## src/rtl/rocc_cmd_issuer_if.sv

```systemverilog
// Core-side RoCC link bundle: issue, cmd, resp and writeback channels.
// master = the issuer, slave = the core/accelerator environment.
interface rocc_cmd_issuer_if;
  logic        issue_valid;
  logic        issue_ready;
  logic [6:0]  issue_funct;
  logic [4:0]  issue_rs1;
  logic [4:0]  issue_rs2;
  logic [4:0]  issue_rd;
  logic        issue_xd;
  logic [31:0] issue_rs1_data;
  logic [31:0] issue_rs2_data;
  logic        cmd_valid;
  logic        cmd_ready;
  logic [6:0]  cmd_funct;
  logic [4:0]  cmd_rs1;
  logic [4:0]  cmd_rs2;
  logic [4:0]  cmd_rd;
  logic [31:0] cmd_rs1_data;
  logic [31:0] cmd_rs2_data;
  logic        resp_valid;
  logic        resp_ready;
  logic [4:0]  resp_rd;
  logic [31:0] resp_data;
  logic        wb_valid;
  logic        wb_ready;
  logic [4:0]  wb_rd;
  logic [31:0] wb_data;
  logic [31:0] rd_busy;
  logic        idle;
  logic        err_clear;
  logic        timeout_err;
  logic        spurious_err;

  modport master (
    input  issue_valid, issue_funct, issue_rs1, issue_rs2,
    input  issue_rd, issue_xd, issue_rs1_data, issue_rs2_data,
    output issue_ready,
    output cmd_valid, cmd_funct, cmd_rs1, cmd_rs2, cmd_rd,
    output cmd_rs1_data, cmd_rs2_data,
    input  cmd_ready,
    input  resp_valid, resp_rd, resp_data,
    output resp_ready,
    output wb_valid, wb_rd, wb_data,
    input  wb_ready,
    output rd_busy, idle, timeout_err, spurious_err,
    input  err_clear
  );

  modport slave (
    output issue_valid, issue_funct, issue_rs1, issue_rs2,
    output issue_rd, issue_xd, issue_rs1_data, issue_rs2_data,
    input  issue_ready,
    input  cmd_valid, cmd_funct, cmd_rs1, cmd_rs2, cmd_rd,
    input  cmd_rs1_data, cmd_rs2_data,
    output cmd_ready,
    output resp_valid, resp_rd, resp_data,
    input  resp_ready,
    input  wb_valid, wb_rd, wb_data,
    output wb_ready,
    input  rd_busy, idle, timeout_err, spurious_err,
    output err_clear
  );
endinterface

```

## src/rtl/rocc_cmd_issuer.sv

```systemverilog
// Warp RoCC issuer: holds one command, tracks busy rd tags,
// returns writebacks and flags timeouts / spurious responses.
module rocc_cmd_issuer #(
  parameter int MAX_OUTSTANDING = 1,
  parameter int TIMEOUT_CYCLES  = 4096,
  parameter int CNT_W = $clog2(MAX_OUTSTANDING + 1)
) (
  input  logic clk,
  input  logic rst_n,
  rocc_cmd_issuer_if.master bus
);
  localparam int WD_W = $clog2(TIMEOUT_CYCLES + 1);

  logic             cmd_valid_q;
  logic [6:0]       funct_q;
  logic [4:0]       rs1_q;
  logic [4:0]       rs2_q;
  logic [4:0]       rd_q;
  logic [31:0]      rs1_data_q;
  logic [31:0]      rs2_data_q;
  logic [31:0]      busy_q;
  logic [31:0]      busy_n;
  logic [31:0]      xd_q;
  logic [CNT_W-1:0] outst_q;
  logic [CNT_W-1:0] outst_n;
  logic [WD_W-1:0]  wd_q;
  logic [WD_W-1:0]  wd_n;
  logic             wb_valid_q;
  logic [4:0]       wb_rd_q;
  logic [31:0]      wb_data_q;
  logic             timeout_q;
  logic             spurious_q;

  logic issue_ready;
  logic resp_ready;
  logic issue_fire;
  logic resp_fire;
  logic resp_hit;
  logic wb_load;
  logic wd_run;
  logic t_set;
  logic s_set;

  always_comb begin
    issue_ready = (!cmd_valid_q || bus.cmd_ready)
                && !busy_q[bus.issue_rd]
                && (outst_q < CNT_W'(MAX_OUTSTANDING))
                && !timeout_q;
    resp_ready  = !wb_valid_q || bus.wb_ready;
    issue_fire  = bus.issue_valid && issue_ready;
    resp_fire   = bus.resp_valid && resp_ready;
    resp_hit    = resp_fire && busy_q[bus.resp_rd];
    s_set       = resp_fire && !busy_q[bus.resp_rd];
    wb_load     = resp_hit && xd_q[bus.resp_rd]
                && (bus.resp_rd != 5'd0);
  end

  // Issue and response never touch the same tag in one cycle:
  // issue needs the bit clear, a hit needs it set.
  always_comb begin
    busy_n = busy_q;
    if (resp_hit)   busy_n[bus.resp_rd]  = 1'b0;
    if (issue_fire) busy_n[bus.issue_rd] = 1'b1;
    outst_n = outst_q;
    unique case (1'b1)
      issue_fire && !resp_hit: outst_n = outst_q + CNT_W'(1);
      resp_hit && !issue_fire: outst_n = outst_q - CNT_W'(1);
      default: outst_n = outst_q;
    endcase
  end

  always_comb begin
    wd_run = (outst_q != '0) && !resp_fire
           && (wd_q != WD_W'(TIMEOUT_CYCLES));
    t_set  = wd_run && (wd_q == WD_W'(TIMEOUT_CYCLES - 1));
    wd_n   = wd_q;
    if (outst_q == '0 || resp_fire) wd_n = '0;
    else if (wd_run)                wd_n = wd_q + WD_W'(1);
  end

  always_ff @(posedge clk or negedge rst_n) begin
    if (!rst_n) begin
      cmd_valid_q <= 1'b0;
      funct_q     <= '0;
      rs1_q       <= '0;
      rs2_q       <= '0;
      rd_q        <= '0;
      rs1_data_q  <= '0;
      rs2_data_q  <= '0;
      busy_q      <= '0;
      xd_q        <= '0;
      outst_q     <= '0;
      wd_q        <= '0;
      wb_valid_q  <= 1'b0;
      wb_rd_q     <= '0;
      wb_data_q   <= '0;
      timeout_q   <= 1'b0;
      spurious_q  <= 1'b0;
    end else begin
      if (issue_fire) begin
        cmd_valid_q <= 1'b1;
        funct_q     <= bus.issue_funct;
        rs1_q       <= bus.issue_rs1;
        rs2_q       <= bus.issue_rs2;
        rd_q        <= bus.issue_rd;
        rs1_data_q  <= bus.issue_rs1_data;
        rs2_data_q  <= bus.issue_rs2_data;
        xd_q[bus.issue_rd] <= bus.issue_xd;
      end else if (bus.cmd_ready) begin
        cmd_valid_q <= 1'b0;
      end
      busy_q  <= busy_n;
      outst_q <= outst_n;
      wd_q    <= wd_n;
      if (wb_load) begin
        wb_valid_q <= 1'b1;
        wb_rd_q    <= bus.resp_rd;
        wb_data_q  <= bus.resp_data;
      end else if (bus.wb_ready) begin
        wb_valid_q <= 1'b0;
      end
      timeout_q  <= t_set | (timeout_q & !bus.err_clear);
      spurious_q <= s_set | (spurious_q & !bus.err_clear);
    end
  end

  assign bus.issue_ready  = issue_ready;
  assign bus.resp_ready   = resp_ready;
  assign bus.cmd_valid    = cmd_valid_q;
  assign bus.cmd_funct    = funct_q;
  assign bus.cmd_rs1      = rs1_q;
  assign bus.cmd_rs2      = rs2_q;
  assign bus.cmd_rd       = rd_q;
  assign bus.cmd_rs1_data = rs1_data_q;
  assign bus.cmd_rs2_data = rs2_data_q;
  assign bus.wb_valid     = wb_valid_q;
  assign bus.wb_rd        = wb_rd_q;
  assign bus.wb_data      = wb_data_q;
  assign bus.rd_busy      = busy_q;
  assign bus.idle         = !cmd_valid_q && (outst_q == '0)
                          && !wb_valid_q;
  assign bus.timeout_err  = timeout_q;
  assign bus.spurious_err = spurious_q;
endmodule

```

## src/flat_wrapper.sv

```systemverilog
// flat-port wrapper written by rule: the top's interface ports become plain ports
module rocc_cmd_issuer_flat 
#(
  parameter int MAX_OUTSTANDING = 1,
  parameter int TIMEOUT_CYCLES  = 4096,
  parameter int CNT_W = $clog2(MAX_OUTSTANDING + 1)
)
  (clk, rst_n, bus_issue_valid, bus_issue_funct, bus_issue_rs1, bus_issue_rs2, bus_issue_rd, bus_issue_xd, bus_issue_rs1_data, bus_issue_rs2_data, bus_issue_ready, bus_cmd_valid, bus_cmd_funct, bus_cmd_rs1, bus_cmd_rs2, bus_cmd_rd, bus_cmd_rs1_data, bus_cmd_rs2_data, bus_cmd_ready, bus_resp_valid, bus_resp_rd, bus_resp_data, bus_resp_ready, bus_wb_valid, bus_wb_rd, bus_wb_data, bus_wb_ready, bus_rd_busy, bus_idle, bus_timeout_err, bus_spurious_err, bus_err_clear);
  rocc_cmd_issuer_if bus_i ();
  input  logic clk;
  input  logic rst_n;
  input wire logic [$bits(bus_i.issue_valid)-1:0] bus_issue_valid;
  input wire logic [$bits(bus_i.issue_funct)-1:0] bus_issue_funct;
  input wire logic [$bits(bus_i.issue_rs1)-1:0] bus_issue_rs1;
  input wire logic [$bits(bus_i.issue_rs2)-1:0] bus_issue_rs2;
  input wire logic [$bits(bus_i.issue_rd)-1:0] bus_issue_rd;
  input wire logic [$bits(bus_i.issue_xd)-1:0] bus_issue_xd;
  input wire logic [$bits(bus_i.issue_rs1_data)-1:0] bus_issue_rs1_data;
  input wire logic [$bits(bus_i.issue_rs2_data)-1:0] bus_issue_rs2_data;
  output wire logic [$bits(bus_i.issue_ready)-1:0] bus_issue_ready;
  output wire logic [$bits(bus_i.cmd_valid)-1:0] bus_cmd_valid;
  output wire logic [$bits(bus_i.cmd_funct)-1:0] bus_cmd_funct;
  output wire logic [$bits(bus_i.cmd_rs1)-1:0] bus_cmd_rs1;
  output wire logic [$bits(bus_i.cmd_rs2)-1:0] bus_cmd_rs2;
  output wire logic [$bits(bus_i.cmd_rd)-1:0] bus_cmd_rd;
  output wire logic [$bits(bus_i.cmd_rs1_data)-1:0] bus_cmd_rs1_data;
  output wire logic [$bits(bus_i.cmd_rs2_data)-1:0] bus_cmd_rs2_data;
  input wire logic [$bits(bus_i.cmd_ready)-1:0] bus_cmd_ready;
  input wire logic [$bits(bus_i.resp_valid)-1:0] bus_resp_valid;
  input wire logic [$bits(bus_i.resp_rd)-1:0] bus_resp_rd;
  input wire logic [$bits(bus_i.resp_data)-1:0] bus_resp_data;
  output wire logic [$bits(bus_i.resp_ready)-1:0] bus_resp_ready;
  output wire logic [$bits(bus_i.wb_valid)-1:0] bus_wb_valid;
  output wire logic [$bits(bus_i.wb_rd)-1:0] bus_wb_rd;
  output wire logic [$bits(bus_i.wb_data)-1:0] bus_wb_data;
  input wire logic [$bits(bus_i.wb_ready)-1:0] bus_wb_ready;
  output wire logic [$bits(bus_i.rd_busy)-1:0] bus_rd_busy;
  output wire logic [$bits(bus_i.idle)-1:0] bus_idle;
  output wire logic [$bits(bus_i.timeout_err)-1:0] bus_timeout_err;
  output wire logic [$bits(bus_i.spurious_err)-1:0] bus_spurious_err;
  input wire logic [$bits(bus_i.err_clear)-1:0] bus_err_clear;
  assign bus_i.issue_valid = bus_issue_valid;
  assign bus_i.issue_funct = bus_issue_funct;
  assign bus_i.issue_rs1 = bus_issue_rs1;
  assign bus_i.issue_rs2 = bus_issue_rs2;
  assign bus_i.issue_rd = bus_issue_rd;
  assign bus_i.issue_xd = bus_issue_xd;
  assign bus_i.issue_rs1_data = bus_issue_rs1_data;
  assign bus_i.issue_rs2_data = bus_issue_rs2_data;
  assign bus_issue_ready = bus_i.issue_ready;
  assign bus_cmd_valid = bus_i.cmd_valid;
  assign bus_cmd_funct = bus_i.cmd_funct;
  assign bus_cmd_rs1 = bus_i.cmd_rs1;
  assign bus_cmd_rs2 = bus_i.cmd_rs2;
  assign bus_cmd_rd = bus_i.cmd_rd;
  assign bus_cmd_rs1_data = bus_i.cmd_rs1_data;
  assign bus_cmd_rs2_data = bus_i.cmd_rs2_data;
  assign bus_i.cmd_ready = bus_cmd_ready;
  assign bus_i.resp_valid = bus_resp_valid;
  assign bus_i.resp_rd = bus_resp_rd;
  assign bus_i.resp_data = bus_resp_data;
  assign bus_resp_ready = bus_i.resp_ready;
  assign bus_wb_valid = bus_i.wb_valid;
  assign bus_wb_rd = bus_i.wb_rd;
  assign bus_wb_data = bus_i.wb_data;
  assign bus_i.wb_ready = bus_wb_ready;
  assign bus_rd_busy = bus_i.rd_busy;
  assign bus_idle = bus_i.idle;
  assign bus_timeout_err = bus_i.timeout_err;
  assign bus_spurious_err = bus_i.spurious_err;
  assign bus_i.err_clear = bus_err_clear;
  rocc_cmd_issuer #(.MAX_OUTSTANDING(MAX_OUTSTANDING), .TIMEOUT_CYCLES(TIMEOUT_CYCLES), .CNT_W(CNT_W)) u_core (.clk(clk), .rst_n(rst_n), .bus(bus_i));
endmodule
```

## config.mk

```make
export PLATFORM = sky130hd
export DESIGN_NAME = rocc_cmd_issuer_flat
export DESIGN_NICKNAME = d
export VERILOG_FILES = /design/src/rtl/rocc_cmd_issuer_if.sv /design/src/rtl/rocc_cmd_issuer.sv /design/src/flat_wrapper.sv
export SDC_FILE = /design/constraint.sdc
export NUM_CORES = 1
export LEC_CHECK = 0
export CELL_PAD_IN_SITES_DETAIL_PLACEMENT = 0
export CELL_PAD_IN_SITES_GLOBAL_PLACEMENT = 1
export CORE_UTILIZATION = 26
export DETAILED_ROUTE_END_ITERATION = 6
export PLACE_DENSITY_LB_ADDON = 0.1
export SYNTH_ARGS = -nofsm -noshare
export SYNTH_HDL_FRONTEND = slang
export SYNTH_SLANG_ARGS = --single-unit
```

## constraint.sdc

```tcl
create_clock -name clk -period 3.3 [get_ports clk]
set_clock_uncertainty 0.2 [all_clocks]
set_input_delay 0.66 -clock clk [delete_from_list [all_inputs] [get_ports clk]]
set_output_delay 0.66 -clock clk [all_outputs]
set_load 0.05 [all_outputs]
```

==> impl_metrics.ini <==
[power]
switching_share_pct = 44.1
p_int_uw = 7860
switchingPower_uw = 6210
p_leak_uw = 0.00593
clockPowerShare_pct = 18.6
combPwrFrac_pct = 52.0
ir_drop_mv = 0.517
pwr-share-seq_pct = 29.3
power_density_mw_per_mm2 = 1000

[synthesis]
yosys_warnings = 0
syn_area_sq_mm = 0.00930
synthTopCellsByArea = dfrtp_1, mux2_2, mux2_4
ys_top_cells_by_count = dfrtp_1, mux2_2, o21ai_0, nor2_1, o31ai_1
synth_top_area_share_pct = 55.2
syn_inst = 720
ys_seq_area_share_pct = 55.2
synth.avg_cell_area_sq_um = 12.9
async_flop_share_pct = 100
yosys.area.top_type = dfrtp_1
ys_ff_latch = 205
synth_most_common_cell = dfrtp_1
synth_cell_types = 56
synth_edf_count = 0
syn_nets = 853
synthFlopType = dfrtp_1

[timing]
hold_viol = 0
period_share_pct = 98.8
setup_viol = 0
tightest_slew_ps = 565
fmax_ghz = 0.307
final-max-slew-violation-count = 0
slew_headroom_pct = 62.2
holdWs_ps = 301
finalCriticalPeriod_ps = 3260

[worst_setup_path]
end_kind = output pin
worst-path-buf-inv = 3
setup.worst_path.start = bus_issue_rd[3]
path_class = primary input to output pin
path_cells = clkdlybuf4s50_1 -> or3b_4 -> o311ai_4 -> a211oi_2 -> buf_4 -> and3_4 -> buf_12
required_ps = 2440
crit_cells = 7
crit_path_max_fanout = 3
worstPathArrival_ps = 2400
crit_path_start_kind = primary input
crit_family = buffers and inverters
reg2reg_depth = 7
crit_slowest_cell = clkdlybuf4s50_1
slowest_delay_ps = 490
worstReg2RegStart = u_core.bus.rd_busy[17]

[worst_hold_path]
hp-class = flip-flop to flip-flop
min_from = u_core.bus.wb_data[7]
hold_depth = 1

[final_layout]
area_growth_syn_to_layout_pct = 50.9
num_antenna_cells = 0
drive_gt1_share_pct = 27.4
nNetsFinal = 1194
postLayoutCellArea_sq_mm = 0.0140

[die]
dieArea_sq_mm = 0.0365
start_util_pct = 26.7
die_height_um = 191
core-area_sq_mm = 0.0349
ios = 293
die_w_um = 191
rows = 68

[grt]
grt_pass1_wl_mm = 44.9
grt_max_degree = 70
gr-usage-all-layers_pct = 16.0
grt_pass1_vias = 7388
antenna_found_initial = 0
gr-total-overflow = 0

[place]
globalplace.congestion = 0.825
dpl_cell_area_sq_mm = 0.0132
port_buffers = 292
dp_hpwl_mm = 21.0

[clock_tree]
cts_tree = yes
cts_sinks = 205
path_clk_slew_ps = 50
cts-root-buf = clkbuf_16
cts-htree-levels = 1
clk_latency_ps = 520
numCtsBuffers = 25
cts_buffer_depth = 3

[detailed_routing]
wl_met3_mm = 1.56
vias = 7053
top_layer = met4
remaining_drc_errors = 0
routed_wl_mm = 29.1
avgRoutedWirePerCell_um = 19.0
route.met2.wl_mm = 13.9
routed_via_density = 4.61
drt-pass1-iter-count = 5
drt-initial-drc-count = 396
ant_nets = 0
wl_met1_mm = 13.1

[flow_run]
cap_violations = 0

[outcome]
status = finished clean
==> through the flow <==
step           setup WS [ps]  setup TNS, ps  power, uW  utilization [%]  std cells
6_report                39.3              0      14100             40.2       1530
3_3_place_gp            -325         -40630      11500             37.7       1483
5_1_grt               -0.473         -0.473      14700             40.2       1530
2_1_floorplan           99.5              0       8750                -        720
4_1_cts                0.348              0      14300             40.1       1528
3_5_place_dp            -307         -41860      11500             37.7       1483
==> worst register-to-register path, delay by kind of cell, from the launching register on <==
kind / cells / cell delay (ps)
mux: 2 / 950
simple gates: 3 / 640
flops: 1 / 450
buf+inv: 1 / 240
compound gates: 1 / 150
==> flip-flops by register name, indices dropped and copies added (netlist names) <==
signal and cells:
u_core.bus.spurious_err 1, u_core.wd_q 13, u_core.bus.cmd_rd 5, u_core.bus.wb_data 32, u_core.bus.timeout_err 1, u_core.bus.cmd_rs1_data 32, u_core.bus.cmd_funct 7, u_core.xd_q 32
u_core.bus.cmd_rs2_data 32, u_core.bus.cmd_rs1 5, u_core.bus.cmd_valid 1, u_core.bus.wb_rd 5, u_core.outst_q 1, u_core.bus.wb_valid 1, u_core.bus.rd_busy 32, u_core.bus.cmd_rs2 5
==> layer usage <==
layer	global-route usage [%]	up-vias
met5	0	-
met4	3.60	0
met3	3.07	31
met2	26.2	206
met1	21.6	3520
li1	-	3296
==> final timing paths <==
check / endpoint / slack, ps
worst max-delay path: bus_issue_ready / 40
worst min-delay path: u_core.bus.wb_data[7] / 300
worst max register to register: u_core.bus.wb_data[4] / 560
worst min register to register: u_core.bus.wb_data[7] / 300
max in group asynchronous: u_core.xd_q[9] / 1590
min in group asynchronous: u_core.bus.cmd_rs1_data[14] / 490
==> placed cells by master, fill, tap and decap left out, drive strengths merged, types with 6 or more instances in the layout <==
cell	netlist	routed
inv	9	9
nor3	20	20
nand2b	6	6
clkdlybuf4s50	0	285
dfrtp	205	205
or3	7	7
clkbuf	27	39
mux2i	28	28
nand2	19	19
nor2	36	36
nand3	16	16
nand3b	6	6
mux4	6	6
xnor2	6	6
a21oi	6	6
o21ai	39	39
mux2	162	162
buf	27	79
o31ai	33	33
nand4	9	9
==> logic make-up after synthesis <==
kind of cell               share of synthesized area (%)
DFF                                                 55.2
xor gates and xnor gates                           0.848
adders and majority gates                          0.269
buffers and inverters                               3.52
muxes                                               24.8
and+or+nand+nor                                     8.34
AOI/OAI and AO/OA                                   7.02
==> cell type report <==
| class | count | area, sq um |
|---|---|---|
| Multi-Input combinational cell | 452 | 3900 |
| Fill cell | 3429 | 20800 |
| Clock inverter | 2 | 35.0 |
| Timing Repair Buffer | 368 | 3640 |
| Inverter | 9 | 33.8 |
| Tap cell | 455 | 569 |
| Clock buffer | 39 | 728 |
| Sequential cell | 205 | 5130 |
==> power groups by stage <==
stage	logic (uW)	clock network [uW]	registers [uW]
after floorplan	1500	0	7250
after global placement	7320	0	4150
after detailed placement	7340	0	4160
after CTS	7380	2730	4140
after global routing	7620	2820	4270
final	7320	2620	4130
==> repair_timing <==
action,CTS,global route
buffers inserted,3,2
gates resized for setup,11,6
pin swaps,3,4
endpoints found under the hold margin,64,0
setup endpoints to repair,1,1
cloned,0,0
hold buffers,1,0
(Power assumes the default switching activity.)
